$ cat config.mk
export PLATFORM = sky130hd
export DESIGN_NAME = push_key_ctrl
export DESIGN_NICKNAME = d
export VERILOG_FILES = /design/src/rtl/push_key_pkg.sv /design/src/rtl/push_tick_gen.sv /design/src/rtl/push_key_ctrl.sv
export SDC_FILE = /design/constraint.sdc
export NUM_CORES = 1
export LEC_CHECK = 0
export BUFFER_PORTS_ARGS = -buffer_cell sky130_fd_sc_hd__buf_4
export CAP_MARGIN = 20
export CORE_MARGIN = 5
export CORE_UTILIZATION = 40
export CTS_BUF_LIST = sky130_fd_sc_hd__clkbuf_4 sky130_fd_sc_hd__clkbuf_8 sky130_fd_sc_hd__clkbuf_16
export DETAILED_ROUTE_END_ITERATION = 12
export SYNTH_ARGS = -nofsm -noshare
export SYNTH_HDL_FRONTEND = slang
export SYNTH_SLANG_ARGS = --single-unit
$ cat constraint.sdc
create_clock -name CLK -period 3.35 [get_ports CLK]
set_input_delay 0 -clock CLK [delete_from_list [all_inputs] [get_ports CLK]]
set_output_delay 0 -clock CLK [all_outputs]
set_load 0.05 [all_outputs]
$ cat src/rtl/push_key_pkg.sv
// Shared definitions for the push-key front end: FSM states and 2-sample key patterns.
package push_key_pkg;

  typedef enum logic [1:0] {
    ST_IDLE     = 2'd0,
    ST_WAIT_RPT = 2'd1,
    ST_REPEAT   = 2'd2,
    ST_LOCK     = 2'd3
  } state_t;

  // Patterns are {older sample, newer sample}
  localparam logic [1:0] KP_PRESS   = 2'b01;
  localparam logic [1:0] KP_RELEASE = 2'b10;
  localparam logic [1:0] KP_HELD    = 2'b11;

  function automatic logic key_down(input logic [1:0] sh);
    return (sh == KP_PRESS) || (sh == KP_HELD);
  endfunction

endpackage

$ cat src/rtl/push_tick_gen.sv
// Slow-tick prescaler: TICK is high for one CLK every TICK_DIV+1 cycles.
module push_tick_gen #(
  parameter int unsigned PRE_W    = 22,
  parameter int unsigned TICK_DIV = 3000000
) (
  input  logic CLK,
  input  logic RST,
  output logic TICK
);

  logic [PRE_W-1:0] r_pre;
  logic             w_wrap;

  assign w_wrap = (r_pre == PRE_W'(TICK_DIV));
  assign TICK   = w_wrap;

  always_ff @(posedge CLK) begin
    if (RST)         r_pre <= '0;
    else if (w_wrap) r_pre <= '0;
    else             r_pre <= r_pre + 1'b1;
  end

endmodule

$ cat src/rtl/push_key_ctrl.sv
// Two-key up/down counter front end: tick-sampled debounce, arbitration,
// hold-to-auto-repeat and both-key clear of the wrapping COUNT register.
module push_key_ctrl
  import push_key_pkg::*;
#(
  parameter int unsigned PRE_W     = 22,
  parameter int unsigned TICK_DIV  = 3000000,
  parameter int unsigned CNT_W     = 10,
  parameter int unsigned CNT_MAX   = 255,
  parameter int unsigned RPT_DELAY = 8,
  parameter int unsigned RPT_RATE  = 2,
  parameter int unsigned CLR_TICKS = 16
) (
  input  logic             CLK,
  input  logic             RST,
  input  logic [1:0]       PUSH,
  output logic [CNT_W-1:0] COUNT,
  output logic             STEP_UP,
  output logic             STEP_DN,
  output logic             CLEARED,
  output logic             REPEATING
);

  localparam int unsigned TMR_MAX = (RPT_DELAY > RPT_RATE) ? RPT_DELAY : RPT_RATE;
  localparam int unsigned TMR_W   = $clog2(TMR_MAX + 1);
  localparam int unsigned CLR_W   = $clog2(CLR_TICKS + 1);

  state_t           r_state, w_state_nx;
  logic [1:0]       r_sh1, r_sh0;
  logic             r_dir;  // 1 = up
  logic [TMR_W-1:0] r_tmr, w_tmr_nx;
  logic [CLR_W-1:0] r_clr, w_clr_nx;
  logic             w_tick;
  logic             w_up_press, w_dn_press, w_up_down, w_dn_down;
  logic             w_dir_down, w_oth_down;
  logic             w_step, w_step_dir, w_dir_nx, w_clear;

  push_tick_gen #(.PRE_W(PRE_W), .TICK_DIV(TICK_DIV)) u_tick (
    .CLK  (CLK),
    .RST  (RST),
    .TICK (w_tick)
  );

  assign w_up_press = (r_sh1 == KP_PRESS);
  assign w_dn_press = (r_sh0 == KP_PRESS);
  assign w_up_down  = key_down(r_sh1);
  assign w_dn_down  = key_down(r_sh0);
  assign w_dir_down = r_dir ? w_up_down : w_dn_down;
  assign w_oth_down = r_dir ? w_dn_down : w_up_down;
  assign REPEATING  = (r_state == ST_REPEAT);

  always_ff @(posedge CLK) begin
    if (RST)         r_state <= ST_IDLE;
    else if (w_tick) r_state <= w_state_nx;
  end

  always_comb begin
    w_state_nx = r_state;
    case (r_state)
      ST_IDLE: begin
        if (w_up_press && w_dn_press)      w_state_nx = ST_LOCK;
        else if (w_up_press || w_dn_press) w_state_nx = ST_WAIT_RPT;
      end
      ST_WAIT_RPT: begin
        if (!w_dir_down)                            w_state_nx = ST_IDLE;
        else if (w_oth_down)                        w_state_nx = ST_LOCK;
        else if (r_tmr == TMR_W'(RPT_DELAY - 1))    w_state_nx = ST_REPEAT;
      end
      ST_REPEAT: begin
        if (!w_dir_down)     w_state_nx = ST_IDLE;
        else if (w_oth_down) w_state_nx = ST_LOCK;
      end
      ST_LOCK: begin
        if (!w_up_down && !w_dn_down) w_state_nx = ST_IDLE;
      end
      default: w_state_nx = ST_IDLE;
    endcase
  end

  always_comb begin
    w_step     = 1'b0;
    w_step_dir = r_dir;
    w_dir_nx   = r_dir;
    w_tmr_nx   = r_tmr;
    w_clr_nx   = r_clr;
    w_clear    = 1'b0;
    case (r_state)
      ST_IDLE: begin
        if (w_up_press && w_dn_press) begin
          w_clr_nx = '0;
        end else if (w_up_press || w_dn_press) begin
          w_step     = 1'b1;
          w_step_dir = w_up_press;
          w_dir_nx   = w_up_press;
          w_tmr_nx   = '0;
        end
      end
      ST_WAIT_RPT, ST_REPEAT: begin
        if (w_dir_down) begin
          if (w_oth_down) begin
            w_clr_nx = '0;
          end else if (r_tmr == ((r_state == ST_WAIT_RPT) ? TMR_W'(RPT_DELAY - 1)
                                                          : TMR_W'(RPT_RATE - 1))) begin
            w_step   = 1'b1;
            w_tmr_nx = '0;
          end else begin
            w_tmr_nx = r_tmr + 1'b1;
          end
        end
      end
      ST_LOCK: begin
        // Saturation makes the clear fire only once per LOCK entry
        if (w_up_down && w_dn_down && (r_clr != CLR_W'(CLR_TICKS))) begin
          w_clr_nx = r_clr + 1'b1;
          w_clear  = (r_clr == CLR_W'(CLR_TICKS - 1));
        end
      end
      default: ;
    endcase
  end

  always_ff @(posedge CLK) begin
    if (RST) begin
      r_sh1   <= '0;
      r_sh0   <= '0;
      r_dir   <= 1'b0;
      r_tmr   <= '0;
      r_clr   <= '0;
      COUNT   <= '0;
      STEP_UP <= 1'b0;
      STEP_DN <= 1'b0;
      CLEARED <= 1'b0;
    end else begin
      STEP_UP <= 1'b0;
      STEP_DN <= 1'b0;
      CLEARED <= 1'b0;
      if (w_tick) begin
        r_sh1 <= {r_sh1[0], PUSH[1]};
        r_sh0 <= {r_sh0[0], PUSH[0]};
        r_dir <= w_dir_nx;
        r_tmr <= w_tmr_nx;
        r_clr <= w_clr_nx;
        if (w_clear) begin
          COUNT   <= '0;
          CLEARED <= 1'b1;
        end else if (w_step && w_step_dir) begin
          COUNT   <= (COUNT == CNT_W'(CNT_MAX)) ? '0 : COUNT + 1'b1;
          STEP_UP <= 1'b1;
        end else if (w_step) begin
          COUNT   <= (COUNT == '0) ? CNT_W'(CNT_MAX) : COUNT - 1'b1;
          STEP_DN <= 1'b1;
        end
      end
    end
  end

endmodule
==> PnR_summary.wiki <==
{| class="wikitable"
! Metric !! Value
|-
| Result of the run || finished, final reports clean
|-
| Pin count of the biggest net entering global routing || 25
|-
| Maximum net fanout on the critical path || 9
|-
| Growth of design area from synthesis to finish || 11.1%
|-
| Final Hold Violating Endpoints || 0
|-
| Count of mapped cells out of synthesis || 381
|-
| Final Power || 1.07 mW
|-
| Fraction of layout instances using a drive strength above 1 || 9.14%
|-
| Final wirelength || 6540 um
|-
| Commonest non-fill, non-tap cell in the layout || dfxtp_1
|-
| Die ar. || 9360 sq um
|-
| Routability cong. || 0.834
|-
| Number of max-cap violations || 0
|-
| Number of buffers inserted to repair setup after CTS || 0
|-
| Cells along the critical path || inv_1, ha_1, or4b_1, or4_4, or2_1, o21ba_2, a31o_1, a21o_1
|-
| Number of standard-cell rows in the floorplan || 31
|-
| Portion of synthesized cell area occupied by the leading cell type || 33.9%
|-
| CP max stage cell || or4_4
|-
| Effective utilization at floorplan || 41.3%
|-
| Req. time, crit path || 3.57 ns
|-
| Clock latency of the later-clocked register in the worst-skew pair || 0.31 ns
|-
| Slowest Stage Delay on Critical Path || 0.59 ns
|-
| Height of the chip || 96.7 um
|-
| Total buffers and inverters traversed by the critical path || 1
|-
| Post-synthesis cell area || 3010 sq um
|-
| Arrival time of data at the critical path endpoint || 2.95 ns
|-
| Per-instance average area after synthesis || 7.90 sq um
|-
| H-Tree Depth || 2
|-
| CTS sink cnt || 51
|-
| Nets in the synthesized netlist || 401
|-
| Clock period minus final worst setup slack || 2.73 ns
|-
| Via count of the routed design || 2649
|-
| Element type at the critical path start || register
|-
| Detail-routed via count per cell || 5.37
|-
| Critical path endpoint category || register
|-
| Number of buffers inserted by port buffering || 17
|-
| Utilization of the core after routing || 45.9%
|-
| Final-stage net count || 414
|-
| Worst-margin pin slew || 0.794 ns
|-
| Via count of the first global-routing pass || 2345
|-
| Post-synthesis sequential area ratio || 33.9%
|-
| Leading register cell type out of synthesis || dfxtp_1
|-
| Top library cells by usage in the layout, fill and taps aside || dfxtp_1 (51), nand2_1 (48), nor2_1 (40)
|-
| Worst setup path class || register to register
|-
| Clock tree skew after final layout || 0.0150 ns
|-
| Length of the first detailed-routing pass in iterations || 4
|-
| Count of flip-flops with a built-in enable after synthesis || 0
|-
| Count of routing violations after the opening detailed-route iteration || 110
|-
| Library cell with the largest summed area after synthesis || dfxtp_1
|-
| Fin crit share || 81.5%
|-
| Wire length of the first global-routing pass || 10900 um
|-
| Core area || 7290 sq um
|-
| Worst setup slack for register-to-register paths || 0.62 ns
|-
| Number of design rule violations left after detail routing || 0
|-
| Synth Warn # || 0
|-
| Top-level I/O count || 18
|-
| Share of flip-flops with an asynchronous set or reset after synthesis || 0%
|-
| Horiz. Die Dim || 96.7 um
|-
| Post-synth cell types || 58
|-
| Number of register bits inferred by synthesis || 51
|-
| Antenna cells || 0
|-
| Average wire length per cell after detail routing || 13.3 um
|-
| Final total negative setup slack || 0 ns
|-
| Setup violators final || 0
|-
| Leakage power summed over all cells || 1.25 nW
|-
| Worst rel slew slack || 46.7%
|-
| Final antenna-violating net count || 0
|-
| HP Class || input pin to register
|-
| Global route overflow || 0
|-
| Number of antenna violations at the first check in global routing || 0
|-
| Final-report max-slew violation count || 0
|-
| Top delay family on crit path || simple AND/OR/NAND/NOR gates
|-
| TritonCTS clock tree || done
|-
| Maximum vdd drop || 0.000151 V
|-
| Clock buffer count from CTS || 5
|-
| Cell types with the largest area share after synthesis || dfxtp_1 (34%), ha_1 (6.7%), nand2_1 (6.0%), nor2_1 (5.0%), xor2_1 (4.4%)
|-
| Power per cell area || 320 nW/um^2
|-
| Cell chosen for the clock root || clkbuf_8
|-
| Max Freq || 366 MHz
|-
| Clock slew at reported path FFs || 0.10 ns
|-
| Clock tree buffer depth || 2
|-
| Unrepaired setup endpoints after global routing || false
|-
| Detail Placement HPWL || 4730 um
|-
| GRT Util Overall || 13.7%
|}
-- stage by stage --
step           cell area [sq um]  instances  hold WS (ns)  setup slack (ns)
5_1_grt                     3340        493        0.0441             0.423
3_3_place_gp                3220        484         0.273             0.682
2_1_floorplan               3010        381         0.140             0.755
4_1_cts                     3340        493        0.0353             0.611
6_report                    3340        493        0.0371             0.621
3_5_place_dp                3220        484         0.272             0.621
-- cells by family after synthesis --
group	count (synthesis)	synth area share (%)
AO/OA/AOI/OAI	65	14.3
XOR/XNOR	26	7.57
adder cells (fa/ha/maj)	16	6.65
buffers and inverters	38	5.03
flip-flops	51	33.9
multiplexers	4	1.37
AND/OR/NAND/NOR	181	31.1
-- worst register-to-register path: cells and delay by family, from the launching register on --
family,cells,cell delay [ns]
AO/OA/AOI/OAI,3,0.68
buffers and inverters,1,0.07
flip-flops,1,0.36
AND/OR/NAND/NOR,3,1.39
adder cells (fa/ha/maj),1,0.13
-- sequential cells by signal, indices dropped and copies added, names as in the netlist --
register      flops
r_dir             1
CLEARED           1
STEP_UP           1
r_sh0             2
COUNT            10
r_clr             5
r_state           2
r_sh1             2
STEP_DN           1
r_tmr             4
u_tick.r_pre     22
-- final cells by class --
type                    instances  area [sq um]
well taps                      99           124
inverters                      21          78.8
clock buffers                   5          68.8
flip-flops and latches         51          1020
multi-input cells             292          1840
fillers                       763          3950
clock inverters                 2          37.5
repair buffers                 23           178
-- per-layer routing --
metal	vias to the layer above	part of all wire [%]	track usage, %
met4	0	1.5	5.08
li1	1364	-	-
met2	48	47	22.1
met1	1227	48	17.9
met5	-	0	0
met3	10	3.5	2.88
-- synthesized netlist by cell type (3+ instances only) --
| cell type | count |
|---|---|
| nor4_1 | 8 |
| o21ai_0 | 15 |
| mux2i_1 | 3 |
| ha_1 | 16 |
| or3_1 | 6 |
| dfxtp_1 | 51 |
| nand4_1 | 11 |
| nand2_1 | 48 |
| a211oi_1 | 3 |
| clkbuf_1 | 14 |
| nor3_1 | 10 |
| o21ai_1 | 3 |
| a21oi_1 | 19 |
| nor2_1 | 40 |
| xor2_1 | 15 |
| or4_1 | 6 |
| o2111ai_1 | 3 |
| inv_1 | 21 |
| nand2b_1 | 4 |
| nand3_1 | 18 |
| and2_1 | 3 |
| nor2b_1 | 5 |
| xnor2_1 | 11 |
| and3_1 | 7 |
-- path summary, 6_finish.rpt --
kind                                                  from                    end  cells after the start
worst max-delay path            u_tick.r_pre[0]$_SDFF_PP0_  COUNT[4]$_SDFFE_PP0P_                      8
worst min-delay path                                   RST  r_sh0[0]$_SDFFE_PP0P_                      2
worst min register to register       r_sh0[1]$_SDFFE_PP0P_  r_sh0[1]$_SDFFE_PP0P_                      2
worst max register to register  u_tick.r_pre[0]$_SDFF_PP0_  COUNT[4]$_SDFFE_PP0P_                      8
-- where the power goes --
part	switching (mW)	internal, mW	leakage, nW
Clock	0.210	0.219	0.0502
Combinational	0.0159	0.0114	0.785
Sequential	0.00418	0.609	0.411
Total	0.230	0.839	1.25
-- timing repair --
action,in CTS,in global routing
resized for setup,0,0
endpoints found under the hold margin,2,0
hold buffers,2,0
No activity file was read; power rests on OpenSTA's default activity.
